===== config.mk =====
export PLATFORM = sky130hd
export DESIGN_NAME = piso_shift_tx
export DESIGN_NICKNAME = d
export VERILOG_FILES = /design/src/rtl/piso_shift_tx.sv
export SDC_FILE = /design/constraint.sdc
export NUM_CORES = 1
export LEC_CHECK = 0
export ABC_AREA = 1
export BUFFER_PORTS_ARGS = -buffer_cell sky130_fd_sc_hd__buf_2
export CAP_MARGIN = 15
export CORE_ASPECT_RATIO = 0.7
export CORE_UTILIZATION = 35
export DETAILED_ROUTE_END_ITERATION = 6
export PLACE_DENSITY = 0.55
export SLEW_MARGIN = 5
export SYNTH_ARGS = -nofsm -noshare
export SYNTH_HDL_FRONTEND = slang
export SYNTH_SLANG_ARGS = --single-unit

===== constraint.sdc =====
create_clock -name clk -period 1.45 [get_ports clk]
set_clock_uncertainty 0.2 [all_clocks]
set_input_delay 0.0725 -clock clk [delete_from_list [all_inputs] [get_ports clk]]
set_output_delay 0.0725 -clock clk [all_outputs]
set_load 0.02 [all_outputs]

===== src/rtl/piso_shift_tx.sv =====
// Parallel-in/serial-out transmitter: accepts a word over valid/ready and
// shifts it out one bit per enabled cycle, then pulses done.
module piso_shift_tx #(
  parameter int WIDTH     = 8,
  parameter bit MSB_FIRST = 1'b1
) (
  input  logic             clk,
  input  logic             reset,
  input  logic             load_valid,
  output logic             load_ready,
  input  logic [WIDTH-1:0] load_data,
  input  logic             shift_en,
  output logic             ser_out,
  output logic             ser_valid,
  output logic             busy,
  output logic             done
);

  // state | meaning
  // IDLE  | waiting for a word, load_ready high once out of reset
  // SHIFT | presenting shreg output bit, advancing on shift_en
  // DONE  | one-cycle done pulse, then back to IDLE
  typedef enum logic [1:0] {
    ST_IDLE  = 2'd0,
    ST_SHIFT = 2'd1,
    ST_DONE  = 2'd2
  } state_t;

  localparam int CW = (WIDTH > 1) ? $clog2(WIDTH) : 1;
  localparam logic [CW-1:0] CNT_LAST = CW'(WIDTH - 1);

  state_t         state_q, state_d;
  logic [WIDTH-1:0] shreg_q, shreg_d;
  logic [CW-1:0]  cnt_q, cnt_d;
  logic           shreg_en, cnt_en;
  // Holds load_ready low until the first edge after reset release.
  logic           armed_q, armed_d;

  always_ff @(posedge clk or posedge reset) begin
    if (reset) begin
      state_q <= ST_IDLE;
      shreg_q <= '0;
      cnt_q   <= '0;
      armed_q <= 1'b0;
    end else begin
      state_q <= state_d;
      armed_q <= armed_d;
      if (shreg_en) shreg_q <= shreg_d;
      if (cnt_en)   cnt_q   <= cnt_d;
    end
  end

  always_comb begin
    state_d  = state_q;
    shreg_d  = shreg_q;
    shreg_en = 1'b0;
    cnt_d    = cnt_q;
    cnt_en   = 1'b0;
    armed_d  = 1'b1;
    case (state_q)
      ST_IDLE: begin
        if (load_valid && armed_q) begin
          shreg_d  = load_data;
          shreg_en = 1'b1;
          cnt_d    = '0;
          cnt_en   = 1'b1;
          state_d  = ST_SHIFT;
        end
      end
      ST_SHIFT: begin
        if (shift_en) begin
          if (cnt_q == CNT_LAST) begin
            state_d = ST_DONE;
          end else begin
            if (MSB_FIRST) shreg_d = {shreg_q[WIDTH-2:0], 1'b0};
            else           shreg_d = {1'b0, shreg_q[WIDTH-1:1]};
            shreg_en = 1'b1;
            cnt_d    = cnt_q + CW'(1);
            cnt_en   = 1'b1;
          end
        end
      end
      ST_DONE: state_d = ST_IDLE;
      default: state_d = ST_IDLE;
    endcase
  end

  always_comb begin
    load_ready = (state_q == ST_IDLE) && armed_q;
    ser_valid  = (state_q == ST_SHIFT);
    busy       = (state_q == ST_SHIFT) || (state_q == ST_DONE);
    done       = (state_q == ST_DONE);
    ser_out    = 1'b0;
    if (state_q == ST_SHIFT) ser_out = MSB_FIRST ? shreg_q[WIDTH-1] : shreg_q[0];
  end

endmodule


### After elaboration in Yosys (flattened, before gate mapping)

Cells that the tools add are included.

| cells by class | value |
|---|---|
| add/sub/neg operators | 1 |
| eq/ne operators | 7 |
| muxes and demuxes | 17 |
| reduce and logical (&&, ||, !) cells | 7 |

Operators by type and width:

| cell | count |
|---|---|
| 2-to-1 mux 8 bit | 3 |
| case mux 8 bit (2 select lines) | 1 |
| 2-to-1 mux 3 bit | 3 |
| 2-to-1 mux 2 bit | 3 |
| inequality test 2 bit (second input constant) | 3 |
| case mux 3 bit (2 select lines) | 1 |
| AND reduction 5 bit | 1 |
| 2-to-1 mux 1 bit | 4 |
| case mux 2 bit (2 select lines) | 1 |
| adder 3 x 1 -> 3 bit (second input constant) | 1 |
| equality test 3 bit (second input constant) | 1 |
| AND reduction 3 bit | 1 |
| equality test 2 x 1 -> 1 bit (second input constant) | 1 |
| equality test 2 bit (second input constant) | 1 |
| logical AND 1 bit | 2 |
| zero test 2 bit | 1 |
| inequality test 2 x 1 -> 1 bit (second input constant) | 1 |
| case mux 1 bit (2 select lines) | 1 |
| nonzero test 2 bit | 1 |
| logical OR 1 bit | 1 |

| word-level totals | value |
|---|---|
| flip-flop bits (word level) | 14 |
| bits of input ports | 12 |

### Logic depth before layout (Yosys ltp)

Gate-level depths: netlist of the first run.

| logic depth | value |
|---|---|
| word-level depth | 5 |
| gate-level depth with buffers | 10 |
| depth with buffers taken out | 8 |

### Worst setup path before layout of the first run

No wires, ideal clock.

| timing | value |
|---|---|
| path kind | register to register |
| start | reg state_q[1] |
| end | reg cnt_q[0] |
| setup time | 0.116 ns |
| data arrival time | 1.326 ns |
| path slack | -0.192 ns |
| stages on the path, launching flop included | 10 |
| buffers on the path | 2 |
| period minus slack after synthesis | 1.642 ns |
| cells stage by stage | dfrtp_1 inv_1 ha_1 buf_6 nand2_1 nand2_2 nand3_2 buf_6 nand2_1 nand2_1 |

| on the way | value |
|---|---|
| cells in the longest elaborated chain, start to end | 3 |

RTL lines:

| element | RTL line | RTL |
|---|---|---|
| start, declared | 32 | `state_t state_q, state_d;` |
| start signal, assigned | 46 | `state_q <= state_d;` |
| equality test 2 x 1 -> 1 bit * | n/a |  |
| named net ser_valid | 14 | `output logic ser_valid,` |
| case mux 1 bit (2 select lines) (tied with other cells) | 60 | `case (state_q)` |
| AND reduction 5 bit (no source line) | n/a |  |
| end signal, assigned | 49 | `if (cnt_en) cnt_q <= cnt_d;` |
| end, declared | 34 | `logic [CW-1:0] cnt_q, cnt_d;` |

The timed path passes the listed nets; every way through them passes the cells marked *.
A chain may end at the register's enable or synchronous reset.

### Worst setup path in the final report of the first run

| timing | value |
|---|---|
| start | reg state_q[1] |
| end | out ser_out |

| on the way | value |
|---|---|
| cells in the longest elaborated chain, start to end | 2 |

RTL lines:

| element | RTL line | RTL |
|---|---|---|
| equality test 2 x 1 -> 1 bit | 94 | `if (state_q == ST_SHIFT) ser_out = MSB_FIRST ? shreg_q[WIDTH-1] : shreg_q[0];` |
| 2-to-1 mux 1 bit | 94 |  |
| end, declared | 13 | `output logic ser_out,` |

No other way between the ends.

==> results.py, run 1 <==
metrics = {
    "min_path": {
        "hold_start": "shift_en",
        "hold_depth": 5,
        "min_to": "state_q[0]",
        "hp-class": "primary input to register",
    },
    "worst_setup_path": {
        "cp_slowest_stage_delay_ns": 0.40,
        "cp_num_buf_inv": 4,
        "critPathMaxFanout": 5,
        "cp.arrival_ns": 1.26,
        "worstSetupEndpointType": "primary output",
        "r2r_start": "state_q[0]",
        "r2r-end": "cnt_q[1]",
        "required_ns": 1.18,
        "path_depth": 6,
        "cp_slowest_cell": "dfrtp_1",
        "crit_chain": "inv_2 -> ha_4 -> buf_6 -> nand2_2 -> inv_2 -> buf_6",
        "critPathTopFamily": "flip-flops",
        "r2r_slack_ns": -0.07,
        "critPathKind": "register to primary output",
        "cp-start-kind": "register",
        "rr_worst_depth": 8,
    },
    "pwr": {
        "p_seq_share_pct": 21.9,
        "swShare_pct": 44.5,
        "ir_worst_vdd_mv": 0.942,
        "combPwrFrac_pct": 70.7,
        "switchingPower_w": 0.00134,
        "leakage_nw": 0.756,
        "intPower_w": 0.00167,
        "power_frac_clock_pct": 7.4,
        "power_density_nw_per_um2": 2160,
        "power_w": 0.00300,
    },
    "placed_design": {
        "dp.cells": 163,
        "gp_congestion": 0.690,
        "dp_slack_ns": -0.277,
        "placed_cell_area_um2": 973,
        "hpwl_mm": 1.14,
        "port_buffers": 16,
    },
    "clock_tree": {
        "clk_latency_ns": 0.28,
        "cts_buffers": 3,
        "cts_max_level": 1,
        "tritoncts": "yes",
        "clkTransAtPathRegs_ns": 0.08,
        "cts_sinks": 14,
        "clock-root-buffer": "clkbuf_4",
        "cts_buffer_depth": 2,
    },
    "global_routing": {
        "grtUsageTotal_pct": 18.6,
        "grt_remaining_overflow": 0,
        "grt_pass1_wl_mm": 3.31,
        "antenna_found_initial": 0,
        "grt_max_degree": 15,
        "grt_pass1_vias": 709,
    },
    "die": {
        "row_count": 14,
        "core-area_um2": 2170,
        "dieHeight_um": 42.5,
        "chipWidth_um": 59.8,
        "die_area_um2": 2540,
        "ios": 17,
        "start_util_pct": 37.7,
    },
    "sta": {
        "max_freq_mhz": 651,
        "report.final.slew_viol_count": 0,
        "worstMarginPinSlew_ns": 0.574,
        "hold_viol": 0,
        "fin_crit_sh_pct": 106,
        "maxSlewHeadroom_pct": 61.7,
        "finalCriticalPeriod_ns": 1.54,
        "rsz0062_at_grt": "yes",
        "setup_violations": 14,
        "fin_ws_ns": -0.0856,
    },
    "logic_synthesis": {
        "syn-instance-count": 112,
        "ys_seq_elements": 14,
        "synthTopCellsByArea": "dfrtp_1 43%, nand2_1 29%, ha_1 7.6%",
        "synth_seq_area_share_pct": 42.7,
        "syn-num-nets": 129,
        "synth.distinct_cells": 16,
        "syn_avg_cell_area_um2": 7.32,
        "syn_area_um2": 820,
        "netlist.area_leader.share_pct": 42.7,
        "synth_top_cell_by_area": "dfrtp_1",
        "yosys_warnings": 0,
    },
    "finish": {
        "drive_gt1_share_pct": 40.9,
        "area_delta_synth_final_pct": 69.8,
        "finalInstanceArea_um2": 1390,
        "fillers": 190,
        "stdcell_count": 186,
        "final_nets": 173,
        "final_util_pct": 64.1,
        "antennaDiodeCount": 0,
    },
    "route": {
        "firstDrtPassIters": 2,
        "avgViaCountPerCell": 4.33,
        "routed_wl_mm": 2.13,
        "route.detailed.wl_per_inst_um": 11.5,
        "drc_errors": 0,
        "drtIter0Drc": 12,
        "ant_nets": 0,
        "vias": 806,
    },
    "outcome": {
        "violations": "negative setup slack",
        "outcome": "finished, violations left",
    },
    "flow_run": {
        "maxCapViolCount": 0,
    },
}
[logic make-up (layout without fill, tap and decap cells)]
logic type               after synthesis  in the layout  synth area share, %
adder cells (fa/ha/maj)                5              5                 7.63
buffers and inverters                 16             56                 10.8
AND/OR/NAND/NOR                       73             75                 36.5
flip-flops                            14             14                 42.7
other                                  1              1                0.458
AO/OA/AOI/OAI                          3              3                 1.83
[Yosys cell counts]
cell type	instances
nand2_4	1
o21ai_0	2
nand3_2	1
buf_2	1
nand2_2	3
nor2_2	1
ha_1	5
dfrtp_1	14
o21ai_1	1
buf_6	3
inv_6	1
nand3_1	1
nor2_1	2
conb_1	1
nand2_1	64
inv_1	11
[power by group through the flow]
| stage | registers (W) | clock network, W | logic (W) |
|---|---|---|---|
| floorplan | 0.000636 | 0 | 0.000991 |
| global placement | 0.000643 | 0 | 0.00122 |
| detailed placement | 0.000650 | 0 | 0.00123 |
| CTS | 0.000652 | 0.000231 | 0.00196 |
| global route | 0.000673 | 0.000250 | 0.00229 |
| finish | 0.000657 | 0.000222 | 0.00212 |
[placed cells by master (no fill, tap or decap), drive strengths merged]
master	Yosys	layout
nand3	2	3
nand2	68	68
conb	1	1
dlygate4sd3	0	9
inv	12	12
o21ai	3	3
nor2	3	4
ha	5	5
buf	4	31
clkbuf	0	4
dfrtp	14	14
[layout make-up]
cell class                      instances  area, µm²  area share (%)
Multi-Input combinational cell         84        544            39.1
Timing Repair Buffer                   41        383            27.5
Sequential cell                        14        352            25.3
Inverter                               12       50.0            3.60
Tap cell                               32       40.0            2.88
Clock buffer                            3       22.5            1.62
[sequential cells by signal, indices dropped and copies added, names as in the netlist]
register,flops
armed_q,1
cnt_q,3
shreg_q,8
state_q,2
[worst reg2reg max path, delay by kind of cell, from the launching register on]
kind | cells | cell delay, ns
flip-flops | 1 | 0.44
adder cells (fa/ha/maj) | 1 | 0.20
buffers and inverters | 2 | 0.21
AND/OR/NAND/NOR | 5 | 0.36
[per-layer routing]
| layer | track usage [%] | vias to the layer above | routed length [µm] | part of all wire (%) |
|---|---|---|---|---|
| li1 | - | 422 | - | - |
| met1 | 24.0 | 371 | 1020 | 48 |
| met2 | 29.6 | 11 | 1050 | 49 |
| met3 | 5.56 | 2 | 54 | 2.5 |
| met4 | 5.58 | 0 | 10 | 0.47 |
| met5 | 0 | - | 0 | 0 |
[worst max path at each step]
stage / start / slack [ns] / to
global placement: state_q[0] / -0.22 / cnt_q[1]
floorplan: state_q[1] / -0.05 / cnt_q[0]
detailed placement: state_q[0] / -0.28 / cnt_q[1]
CTS: state_q[0] / -0.09 / load_ready
global route: state_q[0] / -0.15 / load_ready
finish: state_q[1] / -0.09 / ser_out
[metrics by stage]
| step | hold WS [ns] | setup TNS (ns) |
|---|---|---|
| 2_1_floorplan | -0.238 | -0.494 |
| 3_3_place_gp | -0.0514 | -2.20 |
| 3_5_place_dp | -0.0414 | -2.99 |
| 4_1_cts | 0.121 | -0.969 |
| 5_1_grt | 0.121 | -1.76 |
| 6_report | 0.105 | -0.855 |
[what timing repair did]
action | in CTS | in global routing
endpoints found under the setup margin | 18 | 18
gates cloned | 2 | 1
setup buffers | 7 | 1
resized for setup | 39 | 7
hold buffers | 9 | 0
hold endpoints to repair | 22 | 0
pin swaps | 7 | 8
(Power assumes the default switching activity.)
==> run 2: changes to the inputs <==
--- a/config.mk
+++ b/config.mk
@@ -11,7 +11,7 @@
 export CORE_ASPECT_RATIO = 0.7
 export CORE_UTILIZATION = 35
 export DETAILED_ROUTE_END_ITERATION = 6
-export PLACE_DENSITY = 0.55
+export PLACE_DENSITY = 0.54
 export SLEW_MARGIN = 5
 export SYNTH_ARGS = -nofsm -noshare
 export SYNTH_HDL_FRONTEND = slang
==> results.py, run 2 (same netlist as run 1, synthesis figures left out) <==
metrics = {
    "placed_design": {
        "port_buffers": 16,
        "gp_congestion": 0.756,
        "hpwl_mm": 1.16,
        "placed_cell_area_um2": 973,
    },
    "die": {
        "die_area_um2": 2540,
        "row_count": 14,
        "core-area_um2": 2170,
        "dieHeight_um": 42.5,
        "ios": 17,
        "chipWidth_um": 59.8,
        "start_util_pct": 37.7,
    },
    "global_routing": {
        "grtUsageTotal_pct": 17.3,
        "grt_remaining_overflow": 0,
        "grt_max_degree": 15,
        "grt_pass1_vias": 727,
        "grt_pass1_wl_mm": 3.20,
        "antenna_found_initial": 0,
    },
    "route": {
        "drtIter0Drc": 15,
        "firstDrtPassIters": 4,
        "avgViaCountPerCell": 4.32,
        "ant_nets": 0,
        "route.detailed.wl_per_inst_um": 10.7,
        "drc_errors": 0,
        "vias": 800,
        "routed_wl_mm": 1.98,
    },
    "pwr": {
        "power_density_nw_per_um2": 2190,
        "power_w": 0.00296,
        "leakage_nw": 0.720,
        "ir_worst_vdd_mv": 0.824,
    },
    "clock_tree": {
        "cts_max_level": 1,
        "cts_buffer_depth": 2,
        "cts_sinks": 14,
        "clk_latency_ns": 0.29,
        "tritoncts": "yes",
        "cts_buffers": 3,
        "clock-root-buffer": "clkbuf_4",
        "clkTransAtPathRegs_ns": 0.09,
    },
    "finish": {
        "layout_common_cells": "57 x nand2_1, 13 x dfrtp_1, 11 x buf_2",
        "largest-register": "shreg_q",
        "antennaDiodeCount": 0,
        "reg_top3": "shreg_q x8, cnt_q x3, state_q x2",
        "area_delta_synth_final_pct": 64.9,
        "multiInputGateArea_um2": 543,
        "largest_register_ffs": 8,
        "regArea_um2": 352,
        "finalInstanceArea_um2": 1350,
        "final_common_cell": "nand2_1",
        "final_util_pct": 62.2,
        "drive_gt1_share_pct": 41.8,
        "fillers": 196,
        "final_nets": 171,
    },
    "worst_setup_path": {
        "r2r_slack_ns": -0.11,
        "cp.arrival_ns": 1.31,
        "worstSetupEndpointType": "primary output",
        "cp-start-kind": "register",
        "startpoint": "state_q[1]",
        "critPathKind": "register to primary output",
        "rr_worst_depth": 7,
        "r2r-end": "shreg_q[1]",
        "required_ns": 1.18,
        "critPathMaxFanout": 6,
        "cp-endpoint": "ser_out",
        "r2r_start": "state_q[0]",
    },
    "sta": {
        "setup_violations": 15,
        "hold_slack_ns": 0.0810,
        "finalCriticalPeriod_ns": 1.58,
        "rsz0062_at_grt": "yes",
        "worstMarginPinSlew_ns": 0.549,
        "fin_crit_sh_pct": 109,
        "max_freq_mhz": 634,
        "fin_ws_ns": -0.128,
        "report.final.slew_viol_count": 0,
        "maxSlewHeadroom_pct": 63.4,
        "tns_ns": -1.40,
        "hold_viol": 0,
    },
    "outcome": {
        "violations": "negative setup slack",
        "outcome": "finished, violations left",
    },
    "min_path": {
        "hp-class": "primary input to register",
    },
    "flow_run": {
        "maxCapViolCount": 0,
    },
}
==> run 2: how the worst min path moves through the flow <==
stage,start,end,slack (ns),cells after the start
finish,shift_en,state_q[1],0.08,6
global route,shift_en,state_q[1],0.08,6
CTS,load_valid,state_q[1],0.05,5
detailed placement,reset,shreg_q[3],-0.05,2
global placement,reset,shreg_q[3],-0.05,2
floorplan,reset,armed_q,-0.24,1
==> run 2: layout make-up <==
type,count,share of cell area [%]
multi-input combinational,84,40.2
clock buffer,4,2.69
tap,32,2.96
timing repair buffer,39,24.4
sequential,14,26.0
inverter,12,3.70
==> run 2: worst max-delay path, cell delays in order, from the launching register on <==
cell and delay (ns):
dfrtp_1 0.40, inv_2 0.11, ha_4 0.21, buf_6 0.12, nand2_2 0.04, inv_2 0.05, buf_6 0.10
==> run 2: layer usage <==
metal	GRT usage, %	routed length (µm)
met5	0	0
met3	5.56	94
met4	2.79	0
met1	22.2	958
met2	28.7	922
==> run 2: timing repair <==
item	CTS	global route
gates resized for setup	34	9
pin swaps	3	5
endpoints found under the setup margin	18	18
endpoints found under the hold margin	22	0
gates cloned	1	1
hold buffers	9	0
setup buffers	6	1
==> run 2: power breakdown <==
part	leakage (nW)	total, W	internal [W]	switching, W
sequential	0.175	0.000660	0.000557	0.000103
clock	0.0210	0.000295	0.000153	0.000142
combinational	0.524	0.00201	0.000915	0.00109
total	0.720	0.00296	0.00163	0.00133
==> run 2: through the flow <==
stage	instances	setup slack [ns]
after floorplan	112	-0.0499
after global placement	163	-0.237
after detailed placement	163	-0.295
after CTS	183	-0.115
after global routing	185	-0.206
final	185	-0.128
==> run 3: changes to the inputs <==
--- a/config.mk
+++ b/config.mk
@@ -6,12 +6,13 @@
 export NUM_CORES = 1
 export LEC_CHECK = 0
 export ABC_AREA = 1
-export BUFFER_PORTS_ARGS = -buffer_cell sky130_fd_sc_hd__buf_2
+export BUFFER_PORTS_ARGS = -buffer_cell sky130_fd_sc_hd__buf_4
 export CAP_MARGIN = 15
 export CORE_ASPECT_RATIO = 0.7
 export CORE_UTILIZATION = 35
 export DETAILED_ROUTE_END_ITERATION = 6
 export PLACE_DENSITY = 0.54
+export RECOVER_POWER = 50
 export SLEW_MARGIN = 5
 export SYNTH_ARGS = -nofsm -noshare
 export SYNTH_HDL_FRONTEND = slang
==> results.py, run 3 (same netlist as run 1, synthesis figures left out) <==
metrics = {
    "outcome": {
        "outcome": "finished, violations left",
        "violations": "negative setup slack",
    },
    "finish": {
        "stdcell_count": 184,
        "drive_gt1_share_pct": 43.4,
        "final_common_cell": "nand2_1",
        "layout_common_cells": "53 x nand2_1, 19 x buf_4, 13 x dfrtp_1",
        "largest-register": "shreg_q",
        "regArea_um2": 352,
        "largest_register_ffs": 8,
        "area_delta_synth_final_pct": 65.8,
        "fillers": 204,
        "multiInputGateArea_um2": 542,
        "reg_top3": "shreg_q x8, cnt_q x3, state_q x2",
        "antennaDiodeCount": 0,
        "final_nets": 171,
    },
    "route": {
        "drc_errors": 0,
        "drtIter0Drc": 30,
        "route.detailed.wl_per_inst_um": 11.2,
        "ant_nets": 0,
        "avgViaCountPerCell": 4.26,
        "vias": 783,
        "firstDrtPassIters": 3,
        "routed_wl_mm": 2.06,
    },
    "sta": {
        "worstMarginPinSlew_ns": 0.558,
        "maxSlewHeadroom_pct": 62.8,
        "tns_ns": -1.13,
        "max_freq_mhz": 633,
        "fin_crit_sh_pct": 109,
        "finalCriticalPeriod_ns": 1.58,
        "hold_viol": 0,
        "report.final.slew_viol_count": 0,
        "rsz0062_at_grt": "yes",
        "fin_ws_ns": -0.129,
        "setup_violations": 15,
    },
    "placed_design": {
        "dp.cells": 163,
        "hpwl_mm": 1.21,
        "port_buffers": 16,
        "gp_congestion": 0.734,
    },
    "global_routing": {
        "grt_pass1_wl_mm": 2.95,
        "grt_pass1_vias": 668,
        "grtUsageTotal_pct": 16.3,
        "grt_remaining_overflow": 0,
        "antenna_found_initial": 0,
        "grt_max_degree": 15,
    },
    "die": {
        "die_area_um2": 2540,
        "chipWidth_um": 59.8,
        "start_util_pct": 37.7,
        "ios": 17,
        "core-area_um2": 2170,
        "dieHeight_um": 42.5,
        "row_count": 14,
    },
    "clock_tree": {
        "tritoncts": "yes",
        "cts_buffer_depth": 2,
        "clk_latency_ns": 0.29,
        "cts_sinks": 14,
        "cts_max_level": 1,
        "cts_buffers": 3,
        "clkTransAtPathRegs_ns": 0.08,
        "clock-root-buffer": "clkbuf_4",
    },
    "min_path": {
        "hp-class": "primary input to register",
    },
    "pwr": {
        "leakage_nw": 0.735,
        "power_density_nw_per_um2": 2110,
        "power_w": 0.00287,
        "ir_worst_vdd_mv": 0.994,
    },
    "worst_setup_path": {
        "required_ns": 1.18,
        "worstSetupEndpointType": "primary output",
        "r2r_slack_ns": -0.11,
        "critPathMaxFanout": 7,
        "critPathKind": "register to primary output",
        "cp.arrival_ns": 1.31,
        "cp-start-kind": "register",
    },
    "flow_run": {
        "maxCapViolCount": 0,
    },
}
run 3: cell types whose count changed in the layout (fill, tap and decap cells not counted), sizes merged:
| cell | before | now |
|---|---|---|
| clkinv | 0 | 1 |
| inv | 12 | 11 |
| buf | 30 | 29 |
run 3: metrics by stage:
step | cell area, µm² | utilization [%] | setup WS [ns] | hold slack [ns]
5_1_grt | 1360 | 62.6 | -0.189 | 0.0784
3_3_place_gp | 1010 | 46.7 | -0.253 | -0.0340
3_5_place_dp | 1010 | 46.7 | -0.294 | -0.0302
2_1_floorplan | 840 | - | -0.0499 | -0.238
4_1_cts | 1220 | 56.2 | -0.120 | -0.108
6_report | 1360 | 62.6 | -0.129 | 0.0592
run 3: where the power goes:
group          internal [W]  leakage [nW]  switching [W]
sequential         0.000557         0.175       0.000115
clock             0.0000966        0.0138       0.000135
combinational      0.000898         0.546        0.00107
run 3: final cells by class:
cell class	count	area share [%]
Multi-Input combinational cell	84	39.9
Tap cell	32	2.95
Timing Repair Buffer	39	26.0
Clock buffer	3	1.66
Sequential cell	14	25.9
Inverter	12	3.68
run 3: worst max-delay path, stage by stage (launching register included):
cell and delay (ns):
dfrtp_1 0.39, inv_2 0.10, ha_4 0.22, buf_6 0.13, nand2_4 0.04, inv_2 0.04
buf_6 0.10
run 3: timing repair:
item / in CTS / in global routing
setup endpoints to repair: 17 / 18
hold buffers: 8 / 1
cloned: 1 / 1
resized for setup: 17 / 28
buffers inserted: 4 / 6
pin swaps: 2 / 12
hold endpoints to repair: 22 / 1
run 3: routing by layer:
metal  GRT usage, %  share of wire, %  vias up
met2           25.3                47        9
met3           5.56               2.8        4
li1               -                 -      415
met5              0                 0        -
met1           21.0                48      355
met4           5.58               1.8        0
run 3: path summary, 6_finish.rpt:
| kind | from | cells after the start | endpoint |
|---|---|---|---|
| min in group asynchronous | reset | 3 | shreg_q[5] |
| min reg2reg | shreg_q[1] | 2 | shreg_q[1] |
| max reg2reg | state_q[1] | 8 | shreg_q[0] |
| max | state_q[1] | 6 | ser_out |
| min | shift_en | 5 | state_q[0] |
| max in group asynchronous | reset | 3 | state_q[0] |
